File: src/rtl/uart_cfg.sv
// uart_cfg: parametrised UART with valid/ready handshakes, configurable frame
// format, parity/framing/overrun reporting and majority-voted RX sampling.
module uart_cfg #(
  parameter int CLK_DIVIDE = 27,
  parameter int OVERSAMPLE = 16,
  parameter int DATA_BITS  = 8,
  parameter int PARITY     = 0,
  parameter int STOP_BITS  = 1
) (
  input  logic                 clk,
  input  logic                 rst_n,
  input  logic                 rx,
  output logic                 tx,
  input  logic                 tx_valid,
  output logic                 tx_ready,
  input  logic [DATA_BITS-1:0] tx_data,
  output logic                 rx_valid,
  input  logic                 rx_ready,
  output logic [DATA_BITS-1:0] rx_data,
  output logic                 rx_parity_err,
  output logic                 rx_frame_err,
  output logic                 rx_overrun,
  output logic                 is_receiving,
  output logic                 is_transmitting
);

  localparam int DIV_W = $clog2(CLK_DIVIDE + 1);
  localparam int TCK_W = $clog2(OVERSAMPLE);
  localparam int BIT_W = $clog2(DATA_BITS);

  localparam logic [DIV_W-1:0] DIV_LAST  = DIV_W'(CLK_DIVIDE - 1);
  localparam logic [TCK_W-1:0] TCK_LAST  = TCK_W'(OVERSAMPLE - 1);
  localparam logic [TCK_W-1:0] TCK_V0    = TCK_W'(OVERSAMPLE / 2 - 2);
  localparam logic [TCK_W-1:0] TCK_V1    = TCK_W'(OVERSAMPLE / 2 - 1);
  localparam logic [TCK_W-1:0] TCK_V2    = TCK_W'(OVERSAMPLE / 2);
  localparam logic [BIT_W-1:0] BIT_LAST  = BIT_W'(DATA_BITS - 1);
  localparam logic             STOP_LAST = 1'(STOP_BITS - 1);
  localparam bit               HAS_PARITY = (PARITY != 0);

  function automatic logic par_of(input logic [DATA_BITS-1:0] d);
    return (PARITY == 1) ? ~(^d) : (^d);
  endfunction

  function automatic logic maj3(input logic a, input logic b, input logic c);
    return (a & b) | (a & c) | (b & c);
  endfunction

  // ---------------------------------------------------------------- TX
  typedef enum logic [2:0] {T_IDLE, T_START, T_DATA, T_PARITY, T_STOP} tx_state_t;

  tx_state_t            tx_state, tx_state_nxt;
  logic [DIV_W-1:0]     tx_div;
  logic [TCK_W-1:0]     tx_tck;
  logic [BIT_W-1:0]     tx_bit;
  logic                 tx_stop_cnt;
  logic [DATA_BITS-1:0] tx_shift;
  logic                 tx_par;
  logic                 tx_accept, tx_tick, tx_bit_end, tx_nxt;

  assign tx_ready        = (tx_state == T_IDLE);
  assign is_transmitting = ~tx_ready;
  assign tx_accept       = tx_valid & tx_ready;
  assign tx_tick         = (tx_div == DIV_LAST);
  assign tx_bit_end      = tx_tick & (tx_tck == TCK_LAST);

  always_comb begin
    tx_state_nxt = tx_state;
    tx_nxt       = tx;
    case (tx_state)
      T_IDLE: begin
        if (tx_valid) begin
          tx_state_nxt = T_START;
          tx_nxt       = 1'b0;
        end
      end
      T_START: begin
        if (tx_bit_end) begin
          tx_state_nxt = T_DATA;
          tx_nxt       = tx_shift[0];
        end
      end
      T_DATA: begin
        if (tx_bit_end) begin
          if (tx_bit != BIT_LAST) begin
            tx_nxt = tx_shift[1];
          end else if (HAS_PARITY) begin
            tx_state_nxt = T_PARITY;
            tx_nxt       = tx_par;
          end else begin
            tx_state_nxt = T_STOP;
            tx_nxt       = 1'b1;
          end
        end
      end
      T_PARITY: begin
        if (tx_bit_end) begin
          tx_state_nxt = T_STOP;
          tx_nxt       = 1'b1;
        end
      end
      T_STOP: begin
        if (tx_bit_end && (tx_stop_cnt == STOP_LAST)) tx_state_nxt = T_IDLE;
      end
      default: begin
        tx_state_nxt = T_IDLE;
        tx_nxt       = 1'b1;
      end
    endcase
  end

  // tx is reset asynchronously so an aborted frame releases the line at once
  always_ff @(posedge clk or negedge rst_n) begin
    if (!rst_n) begin
      tx_state <= T_IDLE;
      tx       <= 1'b1;
    end else begin
      tx_state <= tx_state_nxt;
      tx       <= tx_nxt;
    end
  end

  always_ff @(posedge clk or negedge rst_n) begin
    if (!rst_n) begin
      tx_div      <= '0;
      tx_tck      <= '0;
      tx_bit      <= '0;
      tx_stop_cnt <= 1'b0;
      tx_shift    <= '0;
      tx_par      <= 1'b0;
    end else if (tx_accept) begin
      tx_div      <= '0;
      tx_tck      <= '0;
      tx_bit      <= '0;
      tx_stop_cnt <= 1'b0;
      tx_shift    <= tx_data;
      tx_par      <= par_of(tx_data);
    end else begin
      tx_div <= tx_tick ? '0 : tx_div + 1'b1;
      if (tx_tick) tx_tck <= (tx_tck == TCK_LAST) ? '0 : tx_tck + 1'b1;
      if (tx_bit_end && (tx_state == T_DATA)) begin
        tx_shift <= tx_shift >> 1;
        tx_bit   <= tx_bit + 1'b1;
      end
      if (tx_bit_end && (tx_state == T_STOP)) tx_stop_cnt <= tx_stop_cnt + 1'b1;
    end
  end

  // ---------------------------------------------------------------- RX
  typedef enum logic [2:0] {
    R_IDLE, R_START, R_DATA, R_PARITY, R_STOP, R_WAIT_HIGH
  } rx_state_t;

  rx_state_t            rx_state, rx_state_nxt;
  logic                 rx_meta, rx_s;
  logic [DIV_W-1:0]     rx_div;
  logic [TCK_W-1:0]     rx_tck;
  logic [BIT_W-1:0]     rx_bit;
  logic [DATA_BITS-1:0] rx_shift;
  logic                 rx_par_bit;
  logic [1:0]           rx_votes;
  logic                 rx_tick, rx_bit_end, rx_at_v0, rx_at_v1, rx_at_v2;
  logic                 rx_maj, rx_start_det, stop_good, stop_bad, rx_load;

  assign rx_tick      = (rx_div == DIV_LAST);
  assign rx_bit_end   = rx_tick & (rx_tck == TCK_LAST);
  assign rx_at_v0     = rx_tick & (rx_tck == TCK_V0);
  assign rx_at_v1     = rx_tick & (rx_tck == TCK_V1);
  assign rx_at_v2     = rx_tick & (rx_tck == TCK_V2);
  assign rx_maj       = maj3(rx_votes[0], rx_votes[1], rx_s);
  assign rx_start_det = (rx_state == R_IDLE) & ~rx_s;
  assign is_receiving = (rx_state != R_IDLE);
  assign rx_load      = stop_good & (~rx_valid | rx_ready);

  always_ff @(posedge clk or negedge rst_n) begin
    if (!rst_n) begin
      rx_meta <= 1'b1;
      rx_s    <= 1'b1;
    end else begin
      rx_meta <= rx;
      rx_s    <= rx_meta;
    end
  end

  always_comb begin
    rx_state_nxt = rx_state;
    stop_good    = 1'b0;
    stop_bad     = 1'b0;
    case (rx_state)
      R_IDLE:   if (!rx_s) rx_state_nxt = R_START;
      R_START: begin
        if (rx_at_v1 && rx_s) rx_state_nxt = R_IDLE;
        else if (rx_bit_end)  rx_state_nxt = R_DATA;
      end
      R_DATA: begin
        if (rx_bit_end && (rx_bit == BIT_LAST))
          rx_state_nxt = HAS_PARITY ? R_PARITY : R_STOP;
      end
      R_PARITY: if (rx_bit_end) rx_state_nxt = R_STOP;
      // The stop decision is taken at the last vote so a following start
      // edge is never missed.
      R_STOP: begin
        if (rx_at_v2) begin
          if (rx_maj) begin
            stop_good    = 1'b1;
            rx_state_nxt = R_IDLE;
          end else begin
            stop_bad     = 1'b1;
            rx_state_nxt = R_WAIT_HIGH;
          end
        end
      end
      R_WAIT_HIGH: if (rx_s) rx_state_nxt = R_IDLE;
      default:     rx_state_nxt = R_IDLE;
    endcase
  end

  always_ff @(posedge clk or negedge rst_n) begin
    if (!rst_n) rx_state <= R_IDLE;
    else        rx_state <= rx_state_nxt;
  end

  always_ff @(posedge clk or negedge rst_n) begin
    if (!rst_n) begin
      rx_div     <= '0;
      rx_tck     <= '0;
      rx_bit     <= '0;
      rx_shift   <= '0;
      rx_par_bit <= 1'b0;
      rx_votes   <= 2'b11;
    end else begin
      if (rx_start_det) begin
        rx_div <= '0;
        rx_tck <= '0;
        rx_bit <= '0;
      end else begin
        rx_div <= rx_tick ? '0 : rx_div + 1'b1;
        if (rx_tick) rx_tck <= (rx_tck == TCK_LAST) ? '0 : rx_tck + 1'b1;
        if (rx_bit_end && (rx_state == R_DATA)) rx_bit <= rx_bit + 1'b1;
      end
      if (rx_at_v0) rx_votes[0] <= rx_s;
      if (rx_at_v1) rx_votes[1] <= rx_s;
      if (rx_at_v2 && (rx_state == R_DATA))   rx_shift   <= {rx_maj, rx_shift[DATA_BITS-1:1]};
      if (rx_at_v2 && (rx_state == R_PARITY)) rx_par_bit <= rx_maj;
    end
  end

  // A load in the same cycle as a consumer read takes priority over the clear
  always_ff @(posedge clk or negedge rst_n) begin
    if (!rst_n) begin
      rx_valid      <= 1'b0;
      rx_data       <= '0;
      rx_parity_err <= 1'b0;
      rx_frame_err  <= 1'b0;
      rx_overrun    <= 1'b0;
    end else begin
      rx_frame_err <= stop_bad;
      rx_overrun   <= stop_good & rx_valid & ~rx_ready;
      if (rx_load) begin
        rx_valid      <= 1'b1;
        rx_data       <= rx_shift;
        rx_parity_err <= HAS_PARITY && (par_of(rx_shift) != rx_par_bit);
      end else if (rx_valid && rx_ready) begin
        rx_valid      <= 1'b0;
        rx_parity_err <= 1'b0;
      end
    end
  end

endmodule
File: config.mk
export PLATFORM = sky130hd
export DESIGN_NAME = uart_cfg
export DESIGN_NICKNAME = d
export VERILOG_FILES = /design/src/rtl/uart_cfg.sv
export SDC_FILE = /design/constraint.sdc
export NUM_CORES = 1
export LEC_CHECK = 0
export CAP_MARGIN = 20
export CELL_PAD_IN_SITES_DETAIL_PLACEMENT = 2
export CELL_PAD_IN_SITES_GLOBAL_PLACEMENT = 2
export CORE_UTILIZATION = 34
export CTS_CLUSTER_SIZE = 10
export DETAILED_ROUTE_END_ITERATION = 7
export PLACE_DENSITY_LB_ADDON = 0.08
export SYNTH_ARGS = -nofsm -noshare
export SYNTH_HDL_FRONTEND = slang
export SYNTH_SLANG_ARGS = --single-unit
File: constraint.sdc
create_clock -name clk -period 2.2 [get_ports clk]
set_clock_uncertainty 0.2 [all_clocks]
set_input_delay 0.66 -clock clk [delete_from_list [all_inputs] [get_ports clk]]
set_output_delay 0.66 -clock clk [all_outputs]
set_load 0.005 [all_outputs]
==> results.txt <==
Via/cell ratio: 5.14
Crit path buf inv count: 2
Share of cells above drive strength 1: 27.5%
Final min period: 2.17 ns
Commonest non-fill, non-tap cell in the layout: dfrtp_1
Core Area: 8380 um2
Delay of the slowest critical-path stage: 0.42 ns
Fin area: 3830 um2
Insertion delay to the later sink of the worst-skew pair: 0.34 ns
Post-Synthesis Cells: 267
Htree depth: 3
Period utilization: 98.4%
CP delay by family, top: simple AND/OR/NAND/NOR gates
First-pass GRT wire length: 12.1 mm
VDD IR-drop max: 321 uV
Worst EP arrival: 2.19 ns
Status: completed
Commonest non-fill, non-tap cells in the layout: dfrtp_1, buf_4, nor2_1
Clock Sinks: 63
Internal Power: 0.00197 W
Initial DRC Count: 49
Clock Pin Slew Worst Setup and Hold Paths: 0.08 ns
DP HPWL: 4.97 mm
Crit end category: register
Rows: 33
Nets: 351
Clock tree buffer depth: 2
Setup TNS: 0 ns
Die H: 96.0 um
Main synth FF type: dfrtp_1
Netlist cell types: 51
Sequential group share of total power: 50.8%
Switching pwr: 0.000761 W
Setup ws final: 0.0347 ns
Actual slew at the worst max-slew pin: 0.496 ns
ANT cells: 0
Startpoint types: register
Max-slew violation count: 0
DRC viols: 0
RSZ-0062 raised after global routing: true
Final ANT Viol Nets: 0
Max-cap viol count: 0
Max Freq: 462 MHz
Hold slack: 0.109 ns
Critical Path Fanout Max: 8
First-pass DRT Iterations: 4
Crit path launch: rx_div[0]
Yosys Warn Count: 0
Number of global-route vias before repair: 2444
I/O Pins: 29
CTS root buf: clkbuf_8
Final hold violations: 0
Post-synth EDFFs: 0
Area contributors post-synth: dfrtp_1, mux2_2, ha_1
Slew headroom: 66.8%
Asr flop ratio synth: 100%
Post-Place Setup Slack: -0.214 ns
Starting density of the core: 35.9%
Reg-to-reg startpoint: rx_div[0]
Vias: 2241
Worst min-delay path category: primary input to async pin
CTS buffer count: 9
CP max stage cell: dfrtp_1
Setup violators final: 0
Post-CTS Hold Buffers: 0
Critical setup path kind: register to register
Combinational fraction of design power: 11.7%
Layout Area Growth over Synthesis: 27.4%
Seq cells post-synth: 63
Routed wire length: 7.31 mm
Die width: 96.0 um
Req. time, crit path: 2.23 ns
GRT Total Usage: 17.5%
Clock power frac: 37.4%
GRT Residual Overflow: 0
Pin count of the biggest net entering global routing: 64
Sw frac: 27.8%
Syn avg cell area: 11.3 um2
Area leader, netlist: dfrtp_1
Crit path cell chain: inv_1 > ha_2 > and4b_2 > nand4_1 > nor2b_1 > buf_4 > mux2_2
Power Density: 713 nW/um2
Placer Congestion: 0.718
Lkg Pwr: 1.84 nW
TritonCTS clock tree: built
Syn nets: 292
Area of the die: 9220 um2
Post-Syn Area: 3010 um2
Port buffer count: 27
Synth top area share: 48.3%
WL/cell: 16.8 um
Filler Cell Count: 867
Initial antenna violation count: 0
Seq/Total Area, Yosys: 52.7%
Placed instance area: 3550 um2
[flip-flops by register name (all words and copies together) (netlist names), 3 cells and up]
register  count
rx_div        5
rx_state      3
rx_tck        4
tx_bit        3
tx_tck        4
tx_div        5
rx_bit        3
rx_data       8
rx_shift      8
tx_shift      8
tx_state      3
[stage by stage]
step                power, W  std cells  utilization, %
floorplan            0.00159        267               -
global placement     0.00171        412            42.4
CTS                  0.00277        430            45.0
detailed placement   0.00174        412            42.4
global route         0.00288        436            45.7
finish               0.00273        436            45.7
[synthesized netlist by cell type (2+ instances only)]
cell / count
dfrtp_1: 58
nor2_1: 27
nand2_1: 24
mux2_2: 20
ha_1: 12
a21oi_1: 10
a21o_1: 9
a22o_1: 7
inv_1: 7
nand3_1: 6
o21ai_0: 6
clkbuf_1: 5
dfstp_2: 5
nor3_1: 5
xnor2_1: 5
xor2_1: 5
buf_2: 4
or3_1: 4
a31oi_1: 3
nand2b_1: 3
nand3b_1: 3
a221oi_1: 2
a311oi_1: 2
a31o_2: 2
and2_1: 2
mux2i_1: 2
nand4b_1: 2
nor2b_1: 2
o31ai_1: 2
or3b_1: 2
[routing by layer]
layer | up-vias | share of wire (%) | GRT usage (%)
met3 | 10 | 2.7 | 3.55
met2 | 28 | 50 | 30.5
li1 | 1059 | - | -
met1 | 1144 | 46 | 21.2
met4 | 0 | 1.3 | 6.72
met5 | - | 0 | 0
[power by group through the flow]
stage	sequential [W]	clock [W]	combinational, W
global placement	0.00141	0	0.000305
floorplan	0.00138	0	0.000209
finish	0.00139	0.00102	0.000320
detailed placement	0.00141	0	0.000323
CTS	0.00139	0.00106	0.000328
global route	0.00141	0.00111	0.000363
[worst paths after layout]
| path | slack, ns | end | cells after the start |
|---|---|---|---|
| max | 0.03 | rx_data[2] | 7 |
| min | 0.11 | rx_div[0] | 2 |
| max reg2reg | 0.03 | rx_data[2] | 7 |
| min reg2reg | 0.16 | rx_s | 0 |
| max in group asynchronous | 1.35 | rx_votes[0] | 2 |
| min in group clk | 0.16 | rx_s | 0 |
[timing repair]
| item | in CTS | in global routing |
|---|---|---|
| resized for setup | 9 | 6 |
| endpoints found under the setup margin | 4 | 13 |
| setup buffers | 2 | 6 |
| pin swaps | 2 | 1 |
[final cells by class]
type	count	area (um2)	area share (%)
tap	105	131	3.43
sequential	63	1580	41.4
multi-input combinational	187	1380	35.9
timing repair buffer	58	514	13.4
inverter	7	26.3	0.686
clock buffer	9	124	3.23
clock inverter	7	73.8	1.93
[cells by family (layout without fill, tap and decap cells)]
family	count (synthesis)	count (layout)	share of synthesized area (%)
and+or+nand+nor	92	92	16.9
DFF	63	63	52.7
AOI/OAI and AO/OA	49	49	11.5
muxes	22	22	8.16
buffers and inverters	17	81	2.42
adders and majority gates	13	13	5.33
xor gates and xnor gates	10	10	2.91
other	1	1	0.125
Power figures use the tool's default switching activity.
